$ cat src/rtl/instr_encoder_loader_pkg.sv
// Shared definitions for the RV32I instruction encoder/loader: opcodes, format
// and error codes, FSM states and immediate range helpers.
package instr_encoder_loader_pkg;

    localparam logic [6:0] OP_IMM    = 7'b0010011;
    localparam logic [6:0] OP_LOAD   = 7'b0000011;
    localparam logic [6:0] OP_STORE  = 7'b0100011;
    localparam logic [6:0] OP_BRANCH = 7'b1100011;
    localparam logic [6:0] OP_REG    = 7'b0110011;

    typedef enum logic [2:0] {
        FMT_I   = 3'd0,
        FMT_S   = 3'd1,
        FMT_SB  = 3'd2,
        FMT_R   = 3'd3,
        FMT_BAD = 3'd4
    } fmt_e;

    typedef enum logic [1:0] {
        ERR_NONE   = 2'd0,
        ERR_OPCODE = 2'd1,
        ERR_RANGE  = 2'd2,
        ERR_FULL   = 2'd3
    } err_code_e;

    typedef enum logic [2:0] {
        ST_IDLE  = 3'd0,
        ST_LOAD  = 3'd1,
        ST_WRITE = 3'd2,
        ST_DONE  = 3'd3,
        ST_ERR   = 3'd4
    } state_e;

    function automatic fmt_e decode_fmt(input logic [6:0] opcode);
        fmt_e fmt;
        case (opcode)
            OP_IMM, OP_LOAD: fmt = FMT_I;
            OP_STORE:        fmt = FMT_S;
            OP_BRANCH:       fmt = FMT_SB;
            OP_REG:          fmt = FMT_R;
            default:         fmt = FMT_BAD;
        endcase
        return fmt;
    endfunction

    // A value fits in N signed bits when every bit above N-2 equals the sign bit.
    function automatic logic fits_s12(input logic [31:0] imm);
        return (imm[31:11] == {21{imm[11]}});
    endfunction

    function automatic logic fits_s13(input logic [31:0] imm);
        return (imm[31:12] == {20{imm[12]}});
    endfunction

endpackage

$ cat src/rtl/instr_encoder_loader_imm_packer.sv
// Combinational packer: decoded fields plus signed immediate in, RV32I word out,
// with opcode-format and immediate-range validity flags.
module instr_encoder_loader_imm_packer
    import instr_encoder_loader_pkg::*;
(
    input  logic [6:0]  opcode,
    input  logic [2:0]  funct3,
    input  logic [6:0]  funct7,
    input  logic [4:0]  rd,
    input  logic [4:0]  rs1,
    input  logic [4:0]  rs2,
    input  logic [31:0] imm,
    output logic [31:0] word,
    output logic        fmt_ok,
    output logic        range_ok
);

    fmt_e fmt_s;

    assign fmt_s = decode_fmt(opcode);

    // Bit placement per instruction format, plus legality of the immediate
    always_comb begin
        word     = 32'd0;
        fmt_ok   = 1'b1;
        range_ok = 1'b0;
        case (fmt_s)
            FMT_I: begin
                word     = {imm[11:0], rs1, funct3, rd, opcode};
                range_ok = fits_s12(imm);
            end
            FMT_S: begin
                word     = {imm[11:5], rs2, rs1, funct3, imm[4:0], opcode};
                range_ok = fits_s12(imm);
            end
            FMT_SB: begin
                word     = {imm[12], imm[10:5], rs2, rs1, funct3, imm[4:1], imm[11], opcode};
                range_ok = fits_s13(imm) && (imm[0] == 1'b0);
            end
            FMT_R: begin
                word     = {funct7, rs2, rs1, funct3, rd, opcode};
                range_ok = 1'b1;
            end
            default: begin
                word     = 32'd0;
                fmt_ok   = 1'b0;
                range_ok = 1'b0;
            end
        endcase
    end

endmodule

$ cat src/rtl/instr_encoder_loader.sv
// Encodes decoded instruction bundles into RV32I words and writes them into
// IMEM at consecutive addresses, one word every two cycles.
module instr_encoder_loader
    import instr_encoder_loader_pkg::*;
#(
    parameter int ADDR_W    = 8,
    parameter int BASE_ADDR = 0
) (
    input  logic              clk,
    input  logic              reset,
    input  logic              start,
    input  logic              in_valid,
    output logic              in_ready,
    input  logic              in_last,
    input  logic [6:0]        in_opcode,
    input  logic [2:0]        in_funct3,
    input  logic [6:0]        in_funct7,
    input  logic [4:0]        in_rd,
    input  logic [4:0]        in_rs1,
    input  logic [4:0]        in_rs2,
    input  logic [31:0]       in_imm,
    output logic              mem_we,
    output logic [ADDR_W-1:0] mem_addr,
    output logic [31:0]       mem_wdata,
    output logic              busy,
    output logic              done,
    output logic              err,
    output logic [1:0]        err_code,
    output logic [ADDR_W:0]   word_count
);

    localparam logic [ADDR_W-1:0] ADDR_BASE = ADDR_W'(BASE_ADDR);
    localparam logic [ADDR_W-1:0] ADDR_MAX  = {ADDR_W{1'b1}};

    state_e            state_r, state_s;
    logic [ADDR_W-1:0] addr_r;
    logic [ADDR_W:0]   count_r;
    logic [31:0]       wdata_r;
    logic              last_r;
    err_code_e         err_code_r;
    logic              in_ready_r, mem_we_r, busy_r, done_r, err_r;
    logic              in_ready_s, mem_we_s, busy_s, done_s, err_s;
    logic [31:0]       word_s;
    logic              fmt_ok_s, range_ok_s;

    instr_encoder_loader_imm_packer u_packer (
        .opcode   (in_opcode),
        .funct3   (in_funct3),
        .funct7   (in_funct7),
        .rd       (in_rd),
        .rs1      (in_rs1),
        .rs2      (in_rs2),
        .imm      (in_imm),
        .word     (word_s),
        .fmt_ok   (fmt_ok_s),
        .range_ok (range_ok_s)
    );

    // State register
    always_ff @(posedge clk) begin
        if (reset) begin
            state_r <= ST_IDLE;
        end else begin
            state_r <= state_s;
        end
    end

    // Next-state logic; a full IMEM is only detected after the word lands
    always_comb begin
        state_s = state_r;
        case (state_r)
            ST_IDLE, ST_DONE, ST_ERR: begin
                if (start) state_s = ST_LOAD;
                else       state_s = state_r;
            end
            ST_LOAD: begin
                if (in_valid) begin
                    if (!fmt_ok_s || !range_ok_s) state_s = ST_ERR;
                    else                          state_s = ST_WRITE;
                end else begin
                    state_s = ST_LOAD;
                end
            end
            ST_WRITE: begin
                if (last_r)                  state_s = ST_DONE;
                else if (addr_r == ADDR_MAX) state_s = ST_ERR;
                else                         state_s = ST_LOAD;
            end
            default: state_s = ST_IDLE;
        endcase
    end

    // Output decode from the upcoming state so the flags can be registered
    always_comb begin
        in_ready_s = 1'b0;
        mem_we_s   = 1'b0;
        busy_s     = 1'b0;
        done_s     = 1'b0;
        err_s      = 1'b0;
        case (state_s)
            ST_IDLE:  ;
            ST_LOAD:  begin in_ready_s = 1'b1; busy_s = 1'b1; end
            ST_WRITE: begin mem_we_s = 1'b1; busy_s = 1'b1; end
            ST_DONE:  done_s = 1'b1;
            ST_ERR:   err_s  = 1'b1;
            default:  ;
        endcase
    end

    // Registered status flags
    always_ff @(posedge clk) begin
        if (reset) begin
            in_ready_r <= 1'b0;
            mem_we_r   <= 1'b0;
            busy_r     <= 1'b0;
            done_r     <= 1'b0;
            err_r      <= 1'b0;
        end else begin
            in_ready_r <= in_ready_s;
            mem_we_r   <= mem_we_s;
            busy_r     <= busy_s;
            done_r     <= done_s;
            err_r      <= err_s;
        end
    end

    // Address, data, count and error-code datapath; err_code only moves from NONE
    always_ff @(posedge clk) begin
        if (reset) begin
            addr_r     <= ADDR_BASE;
            count_r    <= '0;
            wdata_r    <= 32'd0;
            last_r     <= 1'b0;
            err_code_r <= ERR_NONE;
        end else begin
            case (state_r)
                ST_IDLE, ST_DONE, ST_ERR: begin
                    if (start) begin
                        addr_r     <= ADDR_BASE;
                        count_r    <= '0;
                        err_code_r <= ERR_NONE;
                    end
                end
                ST_LOAD: begin
                    if (in_valid) begin
                        if (!fmt_ok_s) begin
                            err_code_r <= ERR_OPCODE;
                        end else if (!range_ok_s) begin
                            err_code_r <= ERR_RANGE;
                        end else begin
                            wdata_r <= word_s;
                            last_r  <= in_last;
                        end
                    end
                end
                ST_WRITE: begin
                    addr_r  <= addr_r + ADDR_W'(1);
                    count_r <= count_r + (ADDR_W + 1)'(1);
                    if (!last_r && (addr_r == ADDR_MAX)) err_code_r <= ERR_FULL;
                end
                default: ;
            endcase
        end
    end

    assign in_ready   = in_ready_r;
    assign mem_we     = mem_we_r;
    assign mem_addr   = addr_r;
    assign mem_wdata  = wdata_r;
    assign busy       = busy_r;
    assign done       = done_r;
    assign err        = err_r;
    assign err_code   = err_code_r;
    assign word_count = count_r;

endmodule

$ cat config.mk
export PLATFORM = sky130hd
export DESIGN_NAME = instr_encoder_loader
export DESIGN_NICKNAME = d
export VERILOG_FILES = /design/src/rtl/instr_encoder_loader_pkg.sv /design/src/rtl/instr_encoder_loader_imm_packer.sv /design/src/rtl/instr_encoder_loader.sv
export SDC_FILE = /design/constraint.sdc
export NUM_CORES = 1
export LEC_CHECK = 0
export BUFFER_PORTS_ARGS = -buffer_cell sky130_fd_sc_hd__buf_2
export CAP_MARGIN = 20
export CORE_UTILIZATION = 45
export DETAILED_ROUTE_END_ITERATION = 7
export GPL_TIMING_DRIVEN = 1
export PLACE_DENSITY = 0.8
export SLEW_MARGIN = 25
export SYNTH_ARGS = -nofsm -noshare
export SYNTH_HDL_FRONTEND = slang
export SYNTH_SLANG_ARGS = --single-unit
$ cat constraint.sdc
create_clock -name clk -period 2.4 [get_ports clk]
set_clock_uncertainty 0.15 [all_clocks]
set_input_delay 0.24 -clock clk [delete_from_list [all_inputs] [get_ports clk]]
set_output_delay 0.24 -clock clk [all_outputs]
set_load 0.005 [all_outputs]
==> flow_metrics.env <==
export IMPL_synth_enable_flop_cells=0
export IMPL_synth_seq_area_share_pct=40.3
export IMPL_crit_required_ns=2.44
export IMPL_first_global_vias=2975
export IMPL_wl_per_cell_um=14.4
export IMPL_cts_resized=0
export IMPL_worst_setup_path_type="flip-flop to flip-flop"
export IMPL_ant_nets=0
export IMPL_worst_path_stages=7
export IMPL_floorplan_die_width_um=83.4
export IMPL_antenna_diode_count=0
export IMPL_normalized_max_slew_margin_pct=46.4
export IMPL_min_delay_path_depth=3
export IMPL_final_design_area_no_fill_mm2=0.00389
export IMPL_syn_nets=422
export IMPL_top_routing_layer_used="met4"
export IMPL_synth_flop_cell="dfxtp_1"
export IMPL_arrival_ns=2.19
export IMPL_min_period_ns=2.15
export IMPL_grt_setup_unrepaired="no"
export IMPL_peak_supply_drop_mv=0.373
export IMPL_grt_util_all_layers_pct=23.4
export IMPL_grt_pass1_wl_mm=13.6
export IMPL_timing_hold_worst_class="primary input to flip-flop"
export IMPL_final_hold_viol_count=0
export IMPL_synth_seq_cells=60
export IMPL_synth_top_area_cell="dfxtp_1"
export IMPL_routed_vias=3309
export IMPL_port_buf_inserts=124
export IMPL_layout_nets=552
export IMPL_dieHeight_um=83.4
export IMPL_post_cts_hold_buffer_count=0
export IMPL_htreeDepth=3
export IMPL_worst_slew_pin_transition_ns=0.803
export IMPL_route_layer_met1_wl_mm=3.57
export IMPL_final_cells=563
export IMPL_clock_root_cell="clkbuf_8"
export IMPL_tritoncts_clock_tree="done"
export IMPL_postCtsSetupRepairBufs=0
export IMPL_mappedNetlistArea_mm2=0.00298
export IMPL_critPathCaptureType="flip-flop"
export IMPL_die_area_mm2=0.00696
export IMPL_max_cap_violations=0
export IMPL_netlist_instances=351
export IMPL_detailed_route_wire_length_mm=8.14
export IMPL_avgSynthCellArea_um2=8.49
export IMPL_met2WireLength_mm=3.96
export IMPL_post_drt_via_cell_ratio=5.88
export IMPL_synth_top_cells_by_area="dfxtp_1 (40%), a21oi_1 (5.5%), o21ai_0 (4.4%)"
export IMPL_synth_top_cell_area_share_pct=40.3
export IMPL_worstPathCellList="inv_1, nor4b_4, buf_4, nand4_1, buf_4, a222oi_1, a311oi_1"
export IMPL_gp_routability_congestion=0.990
export IMPL_total_cts_buffers=9
export IMPL_postSynth_asyncResetShare_pct=0
export IMPL_setup_worst_path_start_class="flip-flop"
export IMPL_floorplan_initialDensity_pct=46.7
export IMPL_drive_gt1_share_pct=35.6
export IMPL_cp_slowest_cell="nor4b_4"
export IMPL_timing_final_crit_share_pct=89.5
export IMPL_critPathMaxStageDelay_ns=0.40
export IMPL_detailedPlacementHpwl_mm=5.90
export IMPL_cts_max_path_buffers=2
export IMPL_final_setup_tns_ns=0
export IMPL_rows=29
export IMPL_worstSkewPairLatency_ns=0.33
export IMPL_synthesis_to_finish_area_growth_pct=30.6
export IMPL_core_mm2=0.00639
export IMPL_place_area_mm2=0.00372
export IMPL_place_detailed_instances=547
export IMPL_clock_sinks=60
export IMPL_drt_drc_violations_left=0
export IMPL_rrSetupSlack_ns=0.25
export IMPL_detail_route_iter0_violations=312
export IMPL_cpLargestDelayFamily="buffers and inverters"
export IMPL_grt_start_max_net_pins=51
export IMPL_timing_fmax_ghz=0.466
export IMPL_final_fill_count=568
export IMPL_critical_path_peak_fanout=18
export IMPL_clk_transition_reported_paths_ns=0.07
export IMPL_synth_warnings=0
export IMPL_final_slew_viol_count=0
export IMPL_antenna_found_initial=0
export IMPL_timing_critical_path_mode_cell="buf_4"
export IMPL_grt_overflow=0
export IMPL_pin_count=125
export IMPL_final_setup_viol_count=0
export IMPL_reg2regPathDepth=7
export IMPL_drtPass1Iterations=6
export IMPL_wire_length_on_met3_um=453
export IMPL_power_leakage_uw=0.00169
export IMPL_yosysUniqueCellTypes=54
export IMPL_critical_path_buf_inv_count=3
export IMPL_status="complete, no violations"
export IMPL_p_per_area_mw_per_mm2=506
## logic make-up after synthesis
group / after synthesis / share of synthesized area, %
flip-flops: 60 / 40.3
AO/OA/AOI/OAI: 119 / 26.6
adder cells (fa/ha/maj): 2 / 0.839
AND/OR/NAND/NOR: 128 / 24.6
buffers and inverters: 36 / 5.50
multiplexers: 6 / 2.14
## layout by cell type (no fill, tap or decap), types with 3 or more instances in the layout
cell type / Yosys / layout
nand3_1: 25 / 25
nor3_1: 6 / 6
dfxtp_1: 60 / 60
clkinv_2: 0 / 4
o211ai_1: 3 / 3
nand4_1: 18 / 18
nand3b_1: 4 / 4
or2_2: 3 / 3
inv_1: 11 / 11
a311oi_1: 8 / 8
a21oi_1: 33 / 33
a22oi_1: 10 / 10
and3_1: 6 / 6
nor4_1: 3 / 3
buf_2: 4 / 124
or3_1: 4 / 4
mux2_2: 3 / 3
nor2_1: 24 / 23
buf_4: 0 / 19
nand2_1: 18 / 18
o21ai_0: 26 / 26
mux2i_1: 3 / 3
o31ai_1: 11 / 11
clkbuf_8: 0 / 10
and2_1: 3 / 3
a31oi_1: 5 / 5
a222oi_1: 6 / 6
## metrics by stage
| stage | hold WS (ns) | total power [uW] | setup slack, ns | util (%) |
|---|---|---|---|---|
| 3_3_place_gp | 0.285 | 1190 | -0.0490 | 58.3 |
| 5_1_grt | 0.0283 | 2040 | 0.119 | 61.0 |
| 3_5_place_dp | 0.285 | 1200 | -0.0506 | 58.3 |
| 2_1_floorplan | 0.251 | 1100 | 0.219 | - |
| 4_1_cts | 0.0129 | 1980 | 0.291 | 61.0 |
| 6_report | 0.0223 | 1970 | 0.252 | 61.0 |
## worst reg2reg max path, stage by stage, from the launching register on
cell and delay (ns):
dfxtp_1 0.34, inv_1 0.10, nor4b_4 0.41, buf_4 0.21, nand4_1 0.11, buf_4 0.22
a222oi_1 0.37, a311oi_1 0.10
## registers in the layout, summed over array words and instances (netlist names)
signal,count
in_ready,1
mem_addr,8
state_r,3
err_code,2
mem_wdata,32
busy,1
word_count,9
err,1
last_r,1
mem_we,1
done,1
## layout make-up
class / count / area [um^2] / share of cell area, %
Clock inverter: 5 / 27.5 / 0.707
Inverter: 12 / 45.0 / 1.16
Multi-Input combinational cell: 255 / 1620 / 41.6
Tap cell: 77 / 96.3 / 2.47
Timing Repair Buffer: 143 / 763 / 19.6
Clock buffer: 11 / 141 / 3.63
Sequential cell: 60 / 1200 / 30.8
## report_power, final
| part | leakage (uW) | switching (uW) | internal [uW] |
|---|---|---|---|
| clock | 0.0000889 | 399 | 396 |
| combinational | 0.00112 | 91.8 | 78.5 |
| sequential | 0.000484 | 2.65 | 1000 |
## layer usage
layer	track usage [%]	vias to the layer above
met1	30.3	1537
met4	9.25	0
met3	4.17	18
met5	0	-
met2	38.5	144
li1	-	1610
## cells in the mapped netlist (2+ instances only)
cell	instances
nand2_1	18
inv_1	11
ha_1	2
mux2_2	3
a22o_1	2
nand3_1	25
o21ai_0	26
buf_6	3
o21a_1	2
or2_2	3
buf_2	4
o31ai_1	11
a311oi_1	8
nand4_1	18
and2_1	3
a22oi_1	10
nor3_1	6
a41oi_1	2
and3_1	6
or4_1	2
a21oi_1	33
clkbuf_1	16
a21o_1	2
nand3b_1	4
o211ai_1	3
a31oi_1	5
nor2_1	24
mux2i_1	3
dfxtp_1	60
a222oi_1	6
or3_1	4
nor4_1	3
a21boi_0	2
## worst paths after layout
check               startpoint       endpoint
setup / recovery    state_r[0]  mem_wdata[26]
hold / removal       in_rs1[2]  mem_wdata[17]
setup reg to reg    state_r[0]  mem_wdata[26]
hold reg to reg   mem_wdata[1]   mem_wdata[1]
(Power assumes the default switching activity.)
